[config.mk]
export PLATFORM = sky130hd
export DESIGN_NAME = mem_arbiter
export DESIGN_NICKNAME = d
export VERILOG_FILES = /design/src/rtl/mem_arbiter.sv
export SDC_FILE = /design/constraint.sdc
export NUM_CORES = 1
export LEC_CHECK = 0
export BUFFER_PORTS_ARGS = -buffer_cell sky130_fd_sc_hd__buf_2
export CORE_AREA = 8 8 331 333
export CTS_CLUSTER_DIAMETER = 60
export DETAILED_ROUTE_END_ITERATION = 16
export DIE_AREA = 0 0 339 341
export PLACE_DENSITY = 0.48
export SKIP_CTS_REPAIR_TIMING = 1
export SYNTH_ARGS = -nofsm -noshare
export SYNTH_HDL_FRONTEND = slang
export SYNTH_SLANG_ARGS = --single-unit
export TNS_END_PERCENT = 30
[constraint.sdc]
create_clock -name clk -period 5.7 [get_ports clk]
set_input_delay 0.57 -clock clk [delete_from_list [all_inputs] [get_ports clk]]
set_output_delay 0.57 -clock clk [all_outputs]
set_load 0.01 [all_outputs]
[src/rtl/mem_arbiter.sv]
// mem_arbiter: shares one memory port between I/D caches, round-robin (fixed D priority with MEM_ARB_DPRIO_EN)
module mem_arbiter #(
    parameter int Word_Size  = 32,
    parameter int Block_Size = 4
) (
    input  logic                            clk,
    input  logic                            reset,
    input  logic                            i_read,
    input  logic                            i_write,
    input  logic [Word_Size-1:0]            i_addr,
    input  logic [Word_Size*Block_Size-1:0] i_wdata,
    output logic [Word_Size*Block_Size-1:0] i_rdata,
    output logic                            i_ready,
    input  logic                            d_read,
    input  logic                            d_write,
    input  logic [Word_Size-1:0]            d_addr,
    input  logic [Word_Size*Block_Size-1:0] d_wdata,
    output logic [Word_Size*Block_Size-1:0] d_rdata,
    output logic                            d_ready,
    output logic                            mem_read,
    output logic                            mem_write,
    output logic [Word_Size-1:0]            mem_addr,
    output logic [Word_Size*Block_Size-1:0] mem_wdata,
    input  logic [Word_Size*Block_Size-1:0] mem_rdata,
    input  logic                            mem_ready,
    output logic                            grant_i,
    output logic                            grant_d,
    output logic                            busy
);
    localparam logic [1:0] IDLE = 2'd0, GRANT_I = 2'd1, GRANT_D = 2'd2, RELEASE = 2'd3;
    logic [1:0] state;
    logic pend_i, pend_d, tie_d, sel_d, done;
    assign pend_i = i_read | i_write;
    assign pend_d = d_read | d_write;
    assign sel_d  = pend_d & (~pend_i | tie_d);
    assign done   = mem_ready & (state == GRANT_I || state == GRANT_D);
    assign busy   = state != IDLE;
`ifdef MEM_ARB_DPRIO_EN
    assign tie_d = 1'b1;
`else
    logic last_d;
    assign tie_d = ~last_d;
    always_ff @(posedge clk or negedge reset)
        if (!reset) last_d <= 1'b0;
        else if (done) last_d <= state == GRANT_D;
`endif
    always_ff @(posedge clk or negedge reset) begin
        if (!reset) begin
            state     <= IDLE;
            grant_i   <= 1'b0;
            grant_d   <= 1'b0;
            mem_read  <= 1'b0;
            mem_write <= 1'b0;
            mem_addr  <= '0;
            mem_wdata <= '0;
            i_ready   <= 1'b0;
            d_ready   <= 1'b0;
            i_rdata   <= '0;
            d_rdata   <= '0;
        end else begin
            i_ready <= 1'b0;
            d_ready <= 1'b0;
            if (state == IDLE && (pend_i || pend_d)) begin
                state     <= sel_d ? GRANT_D : GRANT_I;
                grant_i   <= ~sel_d;
                grant_d   <= sel_d;
                mem_addr  <= sel_d ? d_addr : i_addr;
                mem_wdata <= sel_d ? d_wdata : i_wdata;
                mem_write <= sel_d ? d_write : i_write;
                mem_read  <= sel_d ? ~d_write : ~i_write;
            end else if (done) begin
                state     <= RELEASE;
                grant_i   <= 1'b0;
                grant_d   <= 1'b0;
                mem_read  <= 1'b0;
                mem_write <= 1'b0;
                i_ready   <= state == GRANT_I;
                d_ready   <= state == GRANT_D;
                // read data only replaces the held line when the finished op was a read
                if (mem_read && state == GRANT_I) i_rdata <= mem_rdata;
                if (mem_read && state == GRANT_D) d_rdata <= mem_rdata;
            end else if (state == RELEASE) begin
                state <= IDLE;
            end
        end
    end
endmodule

== Word level (Yosys, flattened, before mapping) ==
Cells that the tools add are included.

* Bits in registers: 425
* Input bits: 455
* Logic and storage cells: 54

* Equality and inequality tests: 3
* Multiplexer cells: 17
* Bitwise operators: 11
* Reduce and logical (&&, ||, !) cells: 11

{| class="wikitable"
|+ Operators with widths
! cell !! number
|-
| two-way mux 128 bit || 1
|-
| two-way mux 32 bit || 1
|-
| two-way mux 1 bit || 11
|-
| two-way mux 2 bit || 4
|-
| inverter 1 bit || 6
|-
| AND reduction 3 bit || 2
|-
| equality test 2 bit (second input constant) || 2
|-
| nonzero test 2 bit || 2
|-
| logical AND 1 bit || 3
|-
| bitwise OR 1 bit || 3
|-
| nonzero test 3 bit || 1
|-
| AND 1 bit || 2
|-
| equality test 2 x 1 -> 1 bit (second input constant) || 1
|-
| logical NOT 2 bit || 1
|-
| logical OR 1 bit || 2
|}

== Logic depth before layout (Yosys ltp) ==
Gate-level depths: netlist of the first run.

* Depth after elaboration: 6
* Mapped depth: 8
* Gate-level depth less buffers: 5

== Least setup slack after synthesis of the first run ==
Ideal clock, no wire load.

* Path kind: input to register
* From: input i_read
* To: register d_rdata[107]
* Setup time: 0.127 ns
* Arrival: 2.036 ns
* Data required time: 5.573 ns
* Setup slack: 3.536 ns
* Stages on the path: 5
* Path through: o41a_1 or3b_1 buf_2 buf_6 mux2_1

* Word-level cells in the longest chain between the ends: 5

{| class="wikitable"
|+ RTL lines
! what !! line !! text
|-
| start: declaration || 8 || <nowiki>input logic i_read,</nowiki>
|-
| bitwise OR 1 bit || 33 || <nowiki>assign pend_i = i_read | i_write;</nowiki>
|-
| logical OR 1 bit || 63 || <nowiki>if (state == IDLE && (pend_i || pend_d)) begin</nowiki>
|-
| logical AND 1 bit || 63 ||
|-
| inverter 1 bit (no source line) || n/a ||
|-
| AND reduction 3 bit (no source line) || n/a ||
|-
| end signal: assignment || 81 || <nowiki>if (mem_read && state == GRANT_D) d_rdata <= mem_rdata;</nowiki>
|-
| end: declaration || 18 || <nowiki>output logic [Word_Size*Block_Size-1:0] d_rdata,</nowiki>
|}

Every way passes these cells.
A chain may end at the register's enable or synchronous reset.

== Final worst setup path of the first run ==
* From: register state[0]
* To: register i_rdata[73]

* Word-level cells in the longest chain between the ends: 4
* Elaborated cells between the ends (all ways): 9

{| class="wikitable"
|+ RTL lines
! what !! line !! text
|-
| start: declaration || 31 || <nowiki>logic [1:0] state;</nowiki>
|-
| start signal: assignment || 64 || <nowiki>state <= sel_d ? GRANT_D : GRANT_I;</nowiki>
|-
| equality test 2 x 1 -> 1 bit, or another cell as far along || 36, 80 ||
|-
| logical OR 1 bit or logical AND 1 bit (tied branches) || 36, 63 ||
|-
| AND 1 bit or inverter 1 bit (tied branches) || n/a ||
|-
| AND reduction 3 bit (no source line) * || n/a ||
|-
| end signal: assignment || 80 || <nowiki>if (mem_read && state == GRANT_I) i_rdata <= mem_rdata;</nowiki>
|-
| end: declaration || 12 || <nowiki>output logic [Word_Size*Block_Size-1:0] i_rdata,</nowiki>
|}

Mark *: on every way between the ends. The rest lies on a longest branch, timed or not.

==> flow_metrics.tcl, run 1 <==
set metrics [dict create \
    outcome "finished with violations" \
    yosysTopAreaCell "dfrtp_1" \
    report.final.slew_viol_count 0 \
    rows 119 \
    wire_per_inst_um 21.1 \
    yosysMostFrequentCell "dfrtp_1" \
    slew_headroom_pct 37.1 \
    min_period_ns 2.87 \
    yosys_register_bits 425 \
    cts_buffer_depth 3 \
    finalCritPeriodShare_pct 50.3 \
    cts_made_buffers 54 \
    arrival_ns 3.35 \
    rsz0062_at_grt "false" \
    nFillCells 11300 \
    setup_viol 0 \
    start_kind "register" \
    synth_common_cells "dfrtp_1 (425), a221o_1 (160), and2_1 (160)" \
    p_per_area_nw_per_um2 530 \
    first_global_vias 14400 \
    die_w_um 339 \
    fin_nets 2442 \
    tightest_slew_ns 0.943 \
    area_growth_pct 45.8 \
    setup_tns_ns 0 \
    start_util_pct 16.1 \
    ys_seq_area_share_pct 63.4 \
    clk_latency_ns 0.61 \
    cap_violations 0 \
    fin_skew_ns 0.0164 \
    multi_input_area_um2 5740 \
    path_max_fanout 98 \
    final_cell_area_um2 24500 \
    yosys.area_share.simple_pct 6.38 \
    ctsHtreeMaxLevel 2 \
    cts_tree "built" \
    avgViaCountPerCell 3.83 \
    drtIter0Drc 634 \
    dp_hpwl_mm 55.5 \
    finalPower_mw 13.0 \
    dieArea_um2 116000 \
    netlist_area_um2 16800 \
    register_area_um2 10600 \
    root_buffer "clkbuf_16" \
    synthCells 1118 \
    place_congestion 0.790 \
    antenna_found_initial 12 \
    clock-sinks 425 \
    endpoint_kind "register" \
    crit_path_cell_trace "inv_1 -> ha_1 -> nand2_1 -> nor3_2 -> buf_12 -> buf_4 -> mux2_2" \
    failed_checks "negative hold slack" \
    grt_use_total_pct 11.9 \
    synth_nets 1577 \
    netlist.area_leader.share_pct 63.4 \
    fin_util_pct 23.4 \
    routed_wl_mm 72.1 \
    drtAntennaViolNets 0 \
    fp.dieH_um 341 \
    synth_top_flop_cell "dfrtp_1" \
    async_flop_share_pct 100 \
    fmax_mhz 349 \
    num_io_pins 878 \
    dpl_cell_area_um2 22700 \
    holdWs_ns -0.00438 \
    drc_errors 0 \
    synthTopCellsByArea "dfrtp_1 (63%), a221o_1 (9.5%), mux2_2 (9.1%), mux2_1 (8.1%), and2_1 (6.0%)" \
    yosysWarnings 0 \
    yosys.area_share.adder_pct 0.298 \
    synth_top_family_by_area "multiplexers" \
    grt_max_degree 150 \
    coreArea_um2 104000 \
    synth_edf_count 0 \
    leakage_nw 12.7 \
    hold_violations 2 \
    avgSynthCellArea_um2 15.0 \
    hold_class "primary input to async pin" \
    synth-xor-area-share_pct 0 \
    peakVddDrop_mv 0.446 \
    path_clk_slew_ns 0.06 \
    overflow 0 \
    muxShareOfSynthArea_pct 17.2 \
    worst-setup-path-type "register to register" \
    first_pass_iters 5 \
    io_buffers 877 \
    required_ns 6.18 \
    grt_pass1_wl_mm 104 \
    num_vias 13100 \
    slowest_delay_ns 0.53 \
    slowest_stage "buf_4" \
    synth.distinct_cells 28 \
    synth_compound_area_share_pct 10.2 \
    layout-drive-gt1-share_pct 55.1 \
]
## critical path: cells and delay by family (launching register included)
kind / cells / cell delay, ns
buffers and inverters: 3 / 1.08
AND/OR/NAND/NOR: 2 / 0.48
flip-flops: 1 / 0.39
multiplexers: 1 / 0.39
adder cells (fa/ha/maj): 1 / 0.29
## kinds of logic (layout without fill, tap and decap cells)
family / after synthesis / count (layout)
other cells: 0 / 6
fa+ha+maj: 4 / 4
flops: 425 / 425
compound gates: 173 / 173
buf+inv: 86 / 990
simple gates: 174 / 174
mux: 256 / 256
## worst paths after layout
check / endpoint / depth (start not counted) / from / slack, ns
max in group asynchronous: mem_wdata[98]$_DFFE_PN0P_ / 2 / reset / 4.33
min: i_rdata[49]$_DFFE_PN0P_ / 1 / reset / -0.004
max reg2reg: i_rdata[73]$_DFFE_PN0P_ / 7 / state[0]$_DFFE_PN0P_ / 2.83
min reg2reg: d_rdata[71]$_DFFE_PN0P_ / 1 / d_rdata[71]$_DFFE_PN0P_ / 0.48
min in group clk: mem_wdata[16]$_DFFE_PN0P_ / 2 / d_wdata[16] / 0.18
max: i_rdata[73]$_DFFE_PN0P_ / 7 / state[0]$_DFFE_PN0P_ / 2.83
## cells in the final DEF, fill, tap and decap left out, types with 6 or more instances in the layout
| master | instances |
|---|---|
| a221o_1 | 160 |
| and2_1 | 160 |
| buf_12 | 6 |
| buf_2 | 876 |
| buf_4 | 8 |
| clkbuf_1 | 14 |
| clkbuf_16 | 54 |
| clkbuf_8 | 8 |
| clkinv_2 | 6 |
| dfrtp_1 | 425 |
| diode_2 | 6 |
| mux2_1 | 120 |
| mux2_2 | 136 |
## cell type report
| cell class | instances | share of cell area (%) |
|---|---|---|
| inverter | 4 | 0.0614 |
| timing repair buffer | 891 | 18.7 |
| tap | 1391 | 7.12 |
| clock buffer | 76 | 6.19 |
| multi-input combinational | 607 | 23.5 |
| sequential | 425 | 43.5 |
| antenna | 6 | 0.0614 |
| clock inverter | 19 | 0.910 |
## stage by stage
step,worst slack (ns),cells,hold WS [ns]
6_report,2.83,3419,-0.00438
5_1_grt,2.61,3417,0.0198
4_1_cts,2.77,3413,-0.00442
3_5_place_dp,2.55,3318,0.475
3_3_place_gp,2.56,3318,0.468
2_1_floorplan,3.54,1118,0.274
## per-layer routing
layer	GRT usage (%)	part of all wire (%)	vias up
met1	13.2	37	6471
met3	4.94	9.3	119
met5	0	0.046	-
li1	-	-	5893
met2	20.3	50	598
met4	4.74	3.8	6
## report_power, final
| group | internal (mW) | leakage (nW) | switching, mW |
|---|---|---|---|
| registers | 4.19 | 5.48 | 0.579 |
| logic | 2.19 | 6.37 | 2.61 |
| clock network | 1.99 | 0.857 | 1.39 |
| total | 8.38 | 12.7 | 4.58 |
## state kept, by name (all words and copies together) (netlist names)
| name | cells |
|---|---|
| d_rdata | 128 |
| d_ready | 1 |
| grant_d | 1 |
| grant_i | 1 |
| i_rdata | 128 |
| i_ready | 1 |
| last_d | 1 |
| mem_addr | 32 |
| mem_read | 1 |
| mem_wdata | 128 |
| mem_write | 1 |
| state | 2 |
Power figures use the tool's default switching activity.
==> inputs of run 2 (changes only) <==
Settings changed: ABC_AREA from default to 1, CORE_AREA 8 8 331 333 to 8 8 339 341, DIE_AREA 0 0 339 341 to 0 0 347 349, PLACE_DENSITY 0.48 to 0.5.
Clock period 5.7 ns to 2.4 ns, I/O delays scaled along.
==> flow_metrics.tcl, run 2 <==
set metrics [dict create \
    final_common_cell "buf_2" \
    critPathBufInv 4 \
    netlist.area_leader.share_pct 56.8 \
    grt_util_met2_pct 25.7 \
    hold_class "primary input to register" \
    rows 122 \
    cap_violations 0 \
    avgViaCountPerCell 4.54 \
    fmax_mhz 442 \
    synth_nets 2565 \
    outcome "finished clean" \
    required_ns 2.16 \
    fin_util_pct 28.6 \
    grt_use_met3_pct 5.50 \
    synth_common_cells "nand2_1 (695), dfrtp_1 (425), nand4_1 (418)" \
    io_buffers 877 \
    top_regs "d_rdata (128), i_rdata (128), mem_wdata (128)" \
    overflow 0 \
    slowest_stage "dfrtp_1" \
    slew_headroom_pct 47.6 \
    num_vias 21900 \
    cts_tree "built" \
    gr-usage-met1_pct 20.4 \
    setup_viol 0 \
    drtAntennaViolNets 0 \
    ys_seq_area_share_pct 56.8 \
    clock-sinks 425 \
    report.final.slew_viol_count 0 \
    final_cell_area_um2 31300 \
    min_path_cells 3 \
    netlist_area_um2 18700 \
    wire_per_inst_um 22.4 \
    cpMostUsedCell "inv_1" \
    synth_edf_count 0 \
    top_usage_layer "met2" \
    fin_skew_ns 0.0221 \
    dpl_cell_area_um2 24900 \
    clk_latency_ns 0.64 \
    yosysWarnings 0 \
    first_pass_iters 6 \
    yosysTopAreaCell "dfrtp_1" \
    synth_top_flop_cell "dfrtp_1" \
    grt_max_degree 129 \
    holdWs_ns 0.0234 \
    drtIter0Drc 1892 \
    yosysMostFrequentCell "nand2_1" \
    leakage_nw 16.1 \
    cts_buffer_depth 3 \
    path_max_fanout 30 \
    antenna_found_initial 13 \
    grt_use_total_pct 16.0 \
    area_growth_pct 67.2 \
    min_period_ns 2.26 \
    async_flop_share_pct 100 \
    p_per_area_nw_per_um2 1220 \
    num_io_pins 878 \
    die_w_um 347 \
    endpoint_kind "output port" \
    finalPower_mw 38.2 \
    start_util_pct 17.1 \
    worst-setup-path-type "register to output port" \
    finalCritPeriodShare_pct 94.3 \
    grt_pass1_wl_mm 146 \
    start_kind "register" \
    yosys_register_bits 425 \
    fin_nets 3801 \
    root_buffer "clkbuf_16" \
    rsz0062_at_grt "false" \
    path_clk_slew_ns 0.05 \
    synthCells 2106 \
    routed_wl_mm 108 \
    final_cell_mix "buf_2 (876), nand2_1 (695), dlygate4sd3_1 (438)" \
    hold_violations 0 \
    drc_errors 0 \
    layout-drive-gt1-share_pct 31.4 \
    fp.dieH_um 349 \
    cp.depth 5 \
    r2r_cells 7 \
    synth.distinct_cells 15 \
    dieArea_um2 121000 \
    cts_made_buffers 58 \
    dp_hpwl_mm 77.1 \
    first_global_vias 19900 \
    peakVddDrop_mv 0.677 \
    tightest_slew_ns 0.786 \
    avgSynthCellArea_um2 8.89 \
    slowest_delay_ns 0.43 \
    synthTopCellsByArea "dfrtp_1 (57%), nand4_1 (14%), nand2_1 (14%), nand3_1 (8.7%), buf_2 (2.9%)" \
    crit_path_cell_trace "inv_1 -> ha_4 -> buf_16 -> inv_1 -> buf_2" \
    cp_top_family "buffers and inverters" \
    coreArea_um2 110000 \
    place_congestion 0.856 \
    arrival_ns 2.02 \
    ctsHtreeMaxLevel 2 \
]
[run 2: cell count changes after synthesis, moves of 120 or more]
cell,previous run,this run
nand2_1,4,695
nand3_1,2,324
mux2_2,136,0
and2_1,160,0
a221o_1,160,0
nand4_1,0,418
mux2_1,120,0
[run 2: logic make-up (layout without fill, tap and decap cells)]
group	Yosys count	after routing	synth area share (%)
buf+inv	230	1513	6.06
other cells	0	5	0
compound gates	1	1	0.0267
simple gates	1446	1446	36.8
fa+ha+maj	4	4	0.267
flops	425	425	56.8
[run 2: cell type report]
cell class | instances | area, um2
Clock inverter | 24 | 236
Multi-Input combinational cell | 1451 | 7050
Antenna cell | 5 | 12.5
Fill cell | 11700 | 78300
Tap cell | 1426 | 1780
Sequential cell | 425 | 10600
Inverter | 12 | 55.1
Clock buffer | 83 | 1670
Timing Repair Buffer | 1394 | 9860
[run 2: power breakdown]
group	switching, mW	total (mW)	internal, mW
registers	1.98	12.3	10.3
clock network	3.52	8.58	5.06
logic	11.4	17.3	5.95
total	16.9	38.2	21.3
[run 2: through the flow]
step / setup TNS, ns / std cells / setup WS (ns)
after floorplan: 0 / 2106 / 0.839
after global placement: 0 / 4268 / 0.287
after detailed placement: 0 / 4268 / 0.254
after CTS: -0.104 / 4375 / -0.0921
after global routing: 0 / 4817 / 0.00981
final: 0 / 4820 / 0.138
[run 2: routing by layer]
layer / vias to the layer above / routed length (um) / share of wire (%)
met5: - / 72 / 0.067
met4: 10 / 3580 / 3.3
met3: 208 / 10300 / 9.5
met2: 1213 / 50600 / 47
met1: 10600 / 43500 / 40
li1: 9884 / - / -
[run 2: path summary, 6_finish.rpt]
kind	to	from	slack [ns]
worst max register to register	mem_wdata[82]$_DFFE_PN0P_	state[0]$_DFFE_PN0P_	0.24
worst min register to register	i_rdata[46]$_DFFE_PN0P_	i_rdata[46]$_DFFE_PN0P_	0.46
min in group asynchronous	mem_wdata[50]$_DFFE_PN0P_	reset	0.18
worst min-delay path	mem_wdata[92]$_DFFE_PN0P_	d_wdata[92]	0.02
max in group asynchronous	d_rdata[112]$_DFFE_PN0P_	reset	1.30
worst max-delay path	busy	state[0]$_DFFE_PN0P_	0.14
[run 2: tightest hold or removal path, stage by stage]
cell,delay (ns)
buf_2,0.11
nand4_1,0.17
nand3_1,0.09
